`config.mk`:
```
export PLATFORM = sky130hd
export DESIGN_NAME = oam_dma
export DESIGN_NICKNAME = d
export VERILOG_FILES = /design/src/rtl/nes_pkg.sv /design/src/rtl/oam_dma.sv
export SDC_FILE = /design/constraint.sdc
export NUM_CORES = 1
export LEC_CHECK = 0
export BUFFER_PORTS_ARGS = -buffer_cell sky130_fd_sc_hd__buf_4
export CAP_MARGIN = 10
export CORE_MARGIN = 3
export CORE_UTILIZATION = 51
export CTS_BUF_LIST = sky130_fd_sc_hd__clkbuf_4
export DETAILED_ROUTE_END_ITERATION = 8
export GPL_ROUTABILITY_DRIVEN = 1
export HOLD_SLACK_MARGIN = 0.15
export PLACE_DENSITY = 0.82
export SYNTH_ARGS = -nofsm -noshare
export SYNTH_HDL_FRONTEND = slang
export SYNTH_SLANG_ARGS = --single-unit
```
`constraint.sdc`:
```
create_clock -name cpuClk -period 1.9 [get_ports cpuClk]
set_input_delay 0.19 -clock cpuClk [delete_from_list [all_inputs] [get_ports cpuClk]]
set_output_delay 0.19 -clock cpuClk [all_outputs]
set_load 0.01 [all_outputs]
```
`src/rtl/nes_pkg.sv`:
```
// Shared NES bus definitions: register addresses and DMA state encoding.
package nes_pkg;
  typedef enum logic [2:0] {
    IDLE,
    HALT,
    ALIGN,
    READ,
    WRITE
  } dma_state_t;

  localparam logic [15:0] ADDR_OAMDMA  = 16'h4014;
  localparam logic [15:0] ADDR_OAMDATA = 16'h2004;
  localparam int          PAGE_LEN     = 256;
  localparam logic [7:0]  LAST_IDX     = 8'(PAGE_LEN - 1);
endpackage

```
`src/rtl/oam_dma.sv`:
```
// Sprite OAM DMA: halts the cpu and copies one 256-byte page to $2004.
module oam_dma
  import nes_pkg::*;
#(
  parameter logic [15:0] DMA_REG_ADDR  = ADDR_OAMDMA,
  parameter logic [15:0] OAM_DATA_ADDR = ADDR_OAMDATA
) (
  input  logic        cpuClk,
  input  logic        reset,
  input  logic [15:0] cpuAddr,
  input  logic [7:0]  cpuDataWr,
  input  logic        cpuWrEn,
  input  logic [7:0]  busDataRd,
  output logic [15:0] busAddr,
  output logic [7:0]  busDataWr,
  output logic        busWrEn,
  output logic        cpuRdy,
  output logic        dmaActive,
  output logic        dmaDone
);

  dma_state_t state;
  logic [7:0] page;
  logic [7:0] idx;
  logic [7:0] latch;
  logic       getCycle;

  logic trig;
  assign trig = cpuWrEn && (cpuAddr == DMA_REG_ADDR);

  always_ff @(posedge cpuClk or posedge reset) begin
    if (reset) begin
      state     <= IDLE;
      page      <= '0;
      idx       <= '0;
      latch     <= '0;
      getCycle  <= 1'b0;
      cpuRdy    <= 1'b1;
      dmaActive <= 1'b0;
      dmaDone   <= 1'b0;
    end else begin
      getCycle <= ~getCycle;
      dmaDone  <= 1'b0;
      unique case (state)
        IDLE: begin
          if (trig) begin
            page      <= cpuDataWr;
            idx       <= '0;
            state     <= HALT;
            cpuRdy    <= 1'b0;
            dmaActive <= 1'b1;
          end
        end
        // reads must land on getCycle==1, so odd halts need one more cycle
        HALT:  state <= getCycle ? ALIGN : READ;
        ALIGN: state <= READ;
        READ: begin
          latch <= busDataRd;
          state <= WRITE;
        end
        WRITE: begin
          if (idx == LAST_IDX) begin
            state     <= IDLE;
            dmaDone   <= 1'b1;
            cpuRdy    <= 1'b1;
            dmaActive <= 1'b0;
          end else begin
            idx   <= idx + 8'd1;
            state <= READ;
          end
        end
        default: state <= IDLE;
      endcase
    end
  end

  always_comb begin
    busAddr   = cpuAddr;
    busDataWr = cpuDataWr;
    busWrEn   = cpuWrEn;
    unique case (state)
      IDLE: ;
      HALT, ALIGN: begin
        busDataWr = latch;
        busWrEn   = 1'b0;
      end
      READ: begin
        busAddr   = {page, idx};
        busDataWr = latch;
        busWrEn   = 1'b0;
      end
      WRITE: begin
        busAddr   = OAM_DATA_ADDR;
        busDataWr = latch;
        busWrEn   = 1'b1;
      end
      default: ;
    endcase
  end

endmodule

```
## Word-level counts from Yosys, hierarchy flattened

Index checks and enable logic that the tools add are counted.

| word-level totals | value |
|---|---|
| register bits | 31 |
| memory bits (read-only) | 0 |
| memories kept | 0 |
| bits in latches | 0 |
| RAM bits | 0 |

| cells by class | value |
|---|---|
| bitwise gates (word level) | 1 |
| eq/ne operators | 9 |
| magnitude comparators | 0 |
| shifts and indexed selects | 0 |
| $add $sub $neg | 1 |
| mux-type cells | 18 |
| reductions and logical operators | 8 |
| multiply operators | 0 |
| divide/modulo/power cells | 0 |

Operators with widths:

| kind | count |
|---|---|
| 16-bit one-hot mux with 2 select lines | 1 |
| 8-bit two-way mux | 3 |
| 16-bit by 15-bit == test with 1-bit output, second input constant | 1 |
| 8-bit one-hot mux with 2 select lines | 1 |
| 3-bit one-hot mux with 5 select lines | 1 |
| 8-bit by 1-bit adder with 8-bit output, second input constant | 1 |
| 8-bit == test, second input constant | 1 |
| 1-bit two-way mux | 7 |
| 3-bit by 2-bit == test with 1-bit output, second input constant | 2 |
| 2-bit inequality test, second input constant | 3 |
| 1-bit one-hot mux with 2 select lines | 3 |
| 3-bit AND reduction | 2 |
| 4-bit OR reduction | 1 |
| 3-bit by 1-bit == test with 1-bit output, second input constant | 1 |
| 3-bit == test, second input constant | 1 |
| 3-bit logical NOT | 1 |
| 3-bit two-way mux | 1 |
| 3-bit OR reduction | 1 |
| 2-bit two-way mux | 1 |
| 2-bit AND reduction | 1 |
| 2-bit nonzero test | 1 |
| 1-bit logical AND | 1 |
| 1-bit NOT | 1 |

## Longest topological paths before layout

Gate-level depths: netlist (run 1).

| logic depth | value |
|---|---|
| depth in word-level cells | 4 |
| gate-level depth with buffers | 7 |
| mapped depth without buffers | 6 |

## Least setup slack after synthesis (run 1)

Ideal clock, no wire load.

| path | value |
|---|---|
| kind | register -> register |
| start | register state[0] |
| end | register page[0] |
| library setup time | 0.125 ns |
| buffers on the path | 2 |
| slack | 0.182 ns |
| arrival time | 1.593 ns |
| clock period less this slack | 1.718 ns |
| cell stages (with the launch flop) | 6 |
| cell sequence | dfrtp_1 -> buf_6 -> or3_4 -> nor3_4 -> buf_8 -> mux2_4 |

| on the way | value |
|---|---|
| word-level cells in the longest chain between the ends | 2 |

Ends and longest elaborated chain:

| element | line | RTL |
|---|---|---|
| start: declaration | oam_dma.sv:22 | `dma_state_t state;` |
| start signal: assignment | oam_dma.sv:55 | `HALT: state <= getCycle ? ALIGN : READ;` |
| 3-bit logical NOT | oam_dma.sv:44 | `unique case (state)` |
| 2-bit AND reduction (no line) | n/a |  |
| end signal: assignment | oam_dma.sv:47 | `page <= cpuDataWr;` |
| end: declaration | oam_dma.sv:23 | `logic [7:0] page;` |

No other way between the ends.
A chain may end at the register's enable or synchronous reset.

## Worst setup path in the final report (run 1)

| path | value |
|---|---|
| start | register state[0] |
| end | output port busDataWr[4] |

| on the way | value |
|---|---|
| word-level cells in the longest chain between the ends | 3 |

Ends and longest elaborated chain:

| element | line | RTL |
|---|---|---|
| 3-bit == test, or another cell as far along | oam_dma.sv:81 | `unique case (state)` |
| 4-bit OR reduction (no line) (*) | n/a |  |
| 8-bit two-way mux (*) | oam_dma.sv:81 |  |
| end: declaration | oam_dma.sv:15 | `output logic [7:0] busDataWr,` |

Mark *: on every way between the ends. The rest lies on a longest branch, timed or not.

==> results of run 1 <==
-- synth_stat cells, types with 3 or more instances --
master	count	area share (%)
a211o_1	3	1.5
a22o_1	14	7.0
o21ai_0	3	0.86
nor2_1	15	3.2
mux2_2	17	11
mux2_4	7	6.0
inv_1	4	0.86
buf_2	5	1.4
mux2i_1	3	1.7
nand3_1	8	2.3
a31oi_1	3	1.1
dfrtp_1	30	43
nand2_1	15	3.2
-- worst max path at each step --
stage / start / to / slack (ns) / cells after the start
5_1_grt: state[1]$_DFFE_PP0P_ / busAddr[2] / -0.20 / 6
2_1_floorplan: state[0]$_DFFE_PP0P_ / page[0]$_DFFE_PP0P_ / 0.18 / 5
3_5_place_dp: state[0]$_DFFE_PP0P_ / busAddr[3] / -0.12 / 5
4_1_cts: state[1]$_DFFE_PP0P_ / busDataWr[7] / -0.04 / 6
6_report: state[0]$_DFFE_PP0P_ / busDataWr[4] / -0.15 / 6
3_3_place_gp: state[0]$_DFFE_PP0P_ / busAddr[4] / -0.03 / 5
-- layout make-up --
class | instances | area [µm²]
tap | 44 | 55.05
clock buffer | 7 | 52.55
timing repair buffer | 110 | 979.7
fill | 127 | 306.5
inverter | 4 | 15.01
multi-input combinational | 117 | 958.4
clock inverter | 1 | 5.005
sequential | 31 | 780.7
-- power breakdown --
group,leakage [nW],internal (mW),switching [mW]
Clock,0.0361,0.173,0.260
Sequential,0.357,0.838,0.217
Combinational,1.03,1.78,1.55
Total,1.43,2.79,2.03
-- registers in the layout, summed over array words and instances (netlist names) --
signal     cells
idx            8
latch          8
page           8
state          3
cpuRdy         1
dmaActive      1
dmaDone        1
getCycle       1
-- layer usage --
| layer | part of all wire (%) | track usage (%) |
|---|---|---|
| met5 | 0 | 0 |
| met4 | 7.1 | 14.51 |
| met3 | 12 | 10.23 |
| met2 | 47 | 58.12 |
| met1 | 34 | 37.00 |
-- repair_timing --
| action | in CTS | in global routing |
|---|---|---|
| setup endpoints to repair | 23 | 39 |
| pin swaps | 3 | 6 |
| gates resized for setup | 28 | 9 |
| hold buffers | 17 | 0 |
| gates cloned | 0 | 1 |
| endpoints found under the hold margin | 46 | 0 |
| buffers inserted | 11 | 10 |
-- stage by stage --
| stage | power, mW | setup slack (ns) | TNS (ns) | utilization (%) | area, µm² |
|---|---|---|---|---|---|
| finish | 4.813 | -0.1477 | -2.214 | 90.28 | 2846 |
| global route | 4.942 | -0.2020 | -3.812 | 90.28 | 2846 |
| CTS | 4.193 | -0.04039 | -0.2504 | 86.15 | 2716 |
| detailed placement | 3.116 | -0.1209 | -1.507 | 72.14 | 2275 |
| global placement | 3.050 | -0.03014 | -0.3854 | 72.14 | 2275 |
| floorplan | 2.312 | 0.1822 | 0 | - | 1750 |
-- cells by family (layout without fill, tap and decap cells) --
kind of cell	after synthesis	count (layout)	share of synthesized area, %
AND/OR/NAND/NOR	55	55	16.01
AO/OA/AOI/OAI	32	32	14.22
flip-flops	31	31	44.39
multiplexers	27	27	18.66
buffers and inverters	14	122	4.502
adder cells (fa/ha/maj)	2	2	1.287
XOR/XNOR	1	1	0.9295
-- critical path: stages (launching register included) --
cell     delay [ns]
dfrtp_2        0.47
nor2_4         0.14
buf_6          0.13
xnor2_4        0.13
buf_12         0.16
mux2_4         0.32
buf_6          0.13
==> reports/qor.yml, run 1 <==
r2r_slack_ns: -0.03
path_max_fanout: 6
port_buffers: 62
r2r-end: "idx[5]$_DFFE_PP0P_"
num_rows: 20
synth_edf_count: 0
cts.sinks: 31
yosys_warnings: 0
cts_buffers: 5
slew-limit-headroom_pct: 72.06
post-route-period-util_pct: 107.8
tightest_slew_ns: 0.4134
ys_types: 41
hold_slack_ns: 0.3699
hold_viol: 0
seq_area_frac_synth_pct: 44.39
p_leak_nw: 1.426
htree_levels: 2
synthArstFlopShare_pct: 100.0
grt_pass1_wl_um: 10250
rsz0062_at_grt: "yes"
synth_area_per_cell_um2: 10.81
start_util_pct: 55.52
clkTransAtPathRegs_ns: 0.11
wl_um: 8091
synth_flop_cell: "dfrtp_1"
die_h_um: 64.59
ant_nets: 0
n_antenna_cell: 0
remaining_drc_errors: 0
syn2layout_area_growth_pct: 62.62
syn_area_um2: 1750
clock.fmax_mhz: 488.3
setup_viol: 27
vdd_drop_max_uv: 1103
gp_congestion: 0.8860
synth_nets: 198
yosys_register_bits: 31
final_cell_mix: "buf_4 (74), dfrtp_1 (27), dlygate4sd3_1 (17)"
worst_ep_required_time_ns: 1.71
grt_pass1_vias: 1979
grt_max_degree: 32
clk_path_buf_depth: 2
die_w_um: 64.59
dp_cells: 267
clock_skew_ns: 0.01972
hold_path_end: "state[0]$_DFFE_PP0P_"
core_um2: 3153
fin_crit_ns: 2.048
drv_slew: 0
worst-r2r-cell-count: 6
drv_cap: 0
startpoint_type: "flip-flop"
cts_root_buffer: "clkbuf_4"
grt_overflow_total: 0
design.die.area_um2: 4171
endpoint_kind: "output port"
dr.pass1.iters: 8
stdcell_count: 314
dp_hpwl_um: 3428
grt_usage_pct: 33.20
drtIter0Drc: 468
pin_count: 63
wl_per_cell_um: 25.77
viasPerCell: 6.570
routed-via-count: 2063
worstHoldStart: "cpuAddr[4]"
status: "finished with violations"
cts_tree: "built"
finalWorstSetupSlack_ns: -0.1477
antenna_found_initial: 0
violations: "setup timing"
clkLatencyLatePin_ns: 0.37
final_common_cell: "buf_4"
power_density_nw_per_um2: 1691
arrival_ns: 1.86
fin_nets: 305
hold_path_depth: 5
hold_class: "input port to flip-flop"
synth_cells: 162
path_class: "flip-flop to output port"
r2r-start: "state[0]$_DFFE_PP0P_"
drive_gt1_share_pct: 51.48
(Power assumes the default switching activity.)
==> run 2: changes to the inputs <==
--- a/config.mk
+++ b/config.mk
@@ -5,10 +5,11 @@
 export SDC_FILE = /design/constraint.sdc
 export NUM_CORES = 1
 export LEC_CHECK = 0
+export ABC_AREA = 1
 export BUFFER_PORTS_ARGS = -buffer_cell sky130_fd_sc_hd__buf_4
-export CAP_MARGIN = 10
+export CAP_MARGIN = 20
 export CORE_MARGIN = 3
-export CORE_UTILIZATION = 51
+export CORE_UTILIZATION = 52
 export CTS_BUF_LIST = sky130_fd_sc_hd__clkbuf_4
 export DETAILED_ROUTE_END_ITERATION = 8
 export GPL_ROUTABILITY_DRIVEN = 1
==> run 2 against run 1 <==
Against the previous run: the run now ends clean; clock power shrank 14%; design area shrank 7.6%; via count down 3.8%; clock-buffer cell count fell by 1; combinational power shrank 96%; register-to-register slack improved by 0.26 ns; final cell count up 26%; core utilization fell by 13 points; synthesized cell count rose by 62%; non-clock buffer count down 25; global-route usage decreased by 9.4 points; first-iteration DRC count down 82%; largest cell class is now multi-input combinational cells.
==> reports/qor.yml, run 2 <==
cts_buffers: 5  # unchanged
clock_skew_ns: 0.006286  # -0.01343 ns
ant_nets: 0  # unchanged
grt_pass1_wl_um: 7886  # -23%
syn_area_um2: 1847  # +5.5%
finalWorstSetupSlack_ns: 0.01357  # +0.1613 ns
num_rows: 21  # +5.0%
rsz0062_at_grt: "yes"
arrival_ns: 1.70  # -0.16 ns
syn2layout_area_growth_pct: 42.41
pin_count: 63  # unchanged
status: "complete, no violations"
path_class: "flip-flop to output port"
clock.fmax_mhz: 530.1  # +8.6%
viasPerCell: 5.025  # -24%
drtIter0Drc: 83  # -82%
antenna_found_initial: 0  # unchanged
grt_usage_pct: 23.75  # -9.4 points
slew-limit-headroom_pct: 73.89  # +1.8 points
synth_top_family_by_area: "simple AND/OR/NAND/NOR gates"
setup_tns_ns: 0  # +2.214 ns
final_cell_mix: "nand2_1 (90), buf_4 (73), inv_1 (39)"
seq_area_frac_synth_pct: 42.07  # -2.3 points
synth_nets: 298  # +51%
vdd_drop_max_uv: 373.5  # -66%
die_h_um: 65.60  # +1.6%
htree_levels: 2  # unchanged
synth_mux_area_share_pct: 0  # -19 points
reg_top3: "idx (8), latch (8), page (8)"
synth_flop_cell: "dfrtp_1"
synth_cells: 262  # +62%
hold_class: "input port to flip-flop"
synthAdderAreaFrac_pct: 0.6775  # -0.61 points
design.die.area_um2: 4303  # +3.2%
wl_um: 5100  # -37%
synth_top_area_cell: "dfrtp_1"
tightest_slew_ns: 0.3917  # -0.02174 ns
die_w_um: 65.60  # +1.6%
yosys_warnings: 0  # unchanged
port_buffers: 62  # unchanged
synth_most_common_cell: "nand2_1"
top_layer: "met4"
n_antenna_cell: 0  # unchanged
synth.top_cell.area_share_pct: 40.65  # -2.2 points
yosys_register_bits: 31  # unchanged
seqPwrFrac_pct: 56.7  # +35 points
preCtsSetupSlack_ns: 0.3487  # +0.4695 ns
met1Wirelength_um: 2138  # -21%
remaining_drc_errors: 0  # unchanged
grt_overflow_total: 0  # unchanged
routed-via-count: 1985  # -3.8%
ys_types: 25  # -39%
drv_cap: 0  # unchanged
path_max_fanout: 7  # +1
power_density_nw_per_um2: 451.5  # -73%
synth_xor_area_share_pct: 0  # -0.93 points
core_um2: 3390  # +7.5%
cts_tree: "built"
cts_root_buffer: "clkbuf_4"
stdcell_count: 395  # +26%
power_frac_comb_pct: 11.9  # -57 points
yosys.area_share.simple_pct: 36.79  # +21 points
clkLatencyLatePin_ns: 0.33  # -0.04 ns
grt_max_degree: 32  # unchanged
wl_met2_um: 2573  # -33%
synth_area_per_cell_um2: 7.049  # -35%
p_clk_share_pct: 31.4  # +22 points
fin_crit_ns: 1.886  # -0.1613 ns
clkTransAtPathRegs_ns: 0.09  # -0.02 ns
switching_share_pct: 24.25  # -18 points
cts.sinks: 31  # unchanged
dr.pass1.iters: 6  # -2
wl_per_cell_um: 12.91  # -50%
fin_nets: 384  # +26%
synthArstFlopShare_pct: 100.0  # unchanged
met3_length_um: 317  # -68%
endpoint_kind: "output port"
worst_ep_required_time_ns: 1.71  # about the same
drv_slew: 0  # unchanged
fill_cells: 242  # +91%
start_util_pct: 54.49  # -1.0 points
synth_edf_count: 0  # unchanged
dp_cells: 366  # +37%
netlist_top_cells_area: "dfrtp_1 (41%), nand2_1 (19%), inv_1 (7.9%), nand3_1 (7.0%), o21ai_0 (4.6%)"
dp_hpwl_um: 3470  # +1.2%
synth_compound_area_share_pct: 8.537  # -5.7 points
hold_slack_ns: 0.1779  # -0.1920 ns
grt_pass1_vias: 1802  # -8.9%
gp_congestion: 0.9084  # +2.5%
post-route-period-util_pct: 99.29  # -8.5 points
intPower_mw: 0.8996  # -68%
hold_viol: 0  # unchanged
multi_input_area_um2: 893.4  # -6.8%
clk_path_buf_depth: 2  # unchanged
drive_gt1_share_pct: 29.80  # -22 points
final_common_cell: "nand2_1"
power_switching_mw: 0.2880  # -86%
seqCellArea_um2: 777.0  # -0.48%
startpoint_type: "flip-flop"
setup_viol: 0  # -100%
p_leak_nw: 1.410  # -1.1%
fin_util_pct: 77.59  # -13 points
synthTopCellsByCount: "nand2_1 (92), inv_1 (39), dfrtp_1 (30)"
-- run 2: what timing repair did --
action,in CTS,in global routing
pin swaps,0,2
setup buffers,0,10
hold buffers,9,0
endpoints found under the setup margin,1,20
resized for setup,0,19
endpoints found under the hold margin,38,0
gates cloned,0,2
-- run 2: layout make-up --
cell class	instances	area share (%)
Sequential cell	31	29.54
Timing Repair inverter	1	0.2379
Clock inverter	2	0.2854
Inverter	43	6.518
Multi-Input combinational cell	181	33.97
Clock buffer	6	1.713
Tap cell	46	2.188
Timing Repair Buffer	85	25.55
-- run 2: worst max-delay path: stages, from the launching register on --
cell and delay, ns:
dfrtp_1 0.40, nor2_1 0.13, inv_2 0.09, nor2_4 0.24, inv_8 0.09, nand2_4 0.11, nor2_1 0.05, a21oi_1 0.11
buf_4 0.13
-- run 2: power by group through the flow --
stage          Sequential, mW  Combinational (mW)  Clock [mW]
6_report                0.673               0.141       0.373
5_1_grt                 0.675               0.155       0.403
4_1_cts                 0.673               0.138       0.377
3_5_place_dp            0.686               0.123           0
3_3_place_gp            0.686               0.121           0
2_1_floorplan           0.684              0.0416           0
-- run 2: cells by family after synthesis --
group,after synthesis
adder cells (fa/ha/maj),1
buffers and inverters,51
flip-flops,31
AND/OR/NAND/NOR,150
AO/OA/AOI/OAI,29
-- run 2: final timing paths --
check | start | endpoint | slack (ns) | cells past startpoint
max | state[1]$_DFFE_PP0P_ | busAddr[13] | 0.01 | 8
max in group asynchronous | reset | cpuRdy$_DFFE_PP1P_ | 1.09 | 4
max reg2reg | state[1]$_DFFE_PP0P_ | idx[2]$_DFFE_PP0P_ | 0.23 | 10
min in group asynchronous | reset | idx[0]$_DFFE_PP0P_ | 0.50 | 4
min reg2reg | getCycle$_DFF_PP0_ | getCycle$_DFF_PP0_ | 0.45 | 1
min | cpuDataWr[6] | page[6]$_DFFE_PP0P_ | 0.18 | 5
-- run 2: metrics by stage --
| stage | area [µm²] | power (mW) |
|---|---|---|
| 2_1_floorplan | 1847 | 0.7259 |
| 3_3_place_gp | 2344 | 0.8072 |
| 3_5_place_dp | 2344 | 0.8087 |
| 4_1_cts | 2486 | 1.187 |
| 5_1_grt | 2630 | 1.233 |
| 6_report | 2630 | 1.188 |
-- run 2: metal layers --
| metal | up-vias | global-route usage (%) |
|---|---|---|
| met4 | 0 | 5.440 |
| met1 | 910 | 28.96 |
| li1 | 1000 | - |
| met2 | 66 | 42.48 |
| met3 | 9 | 5.299 |
| met5 | - | 0 |
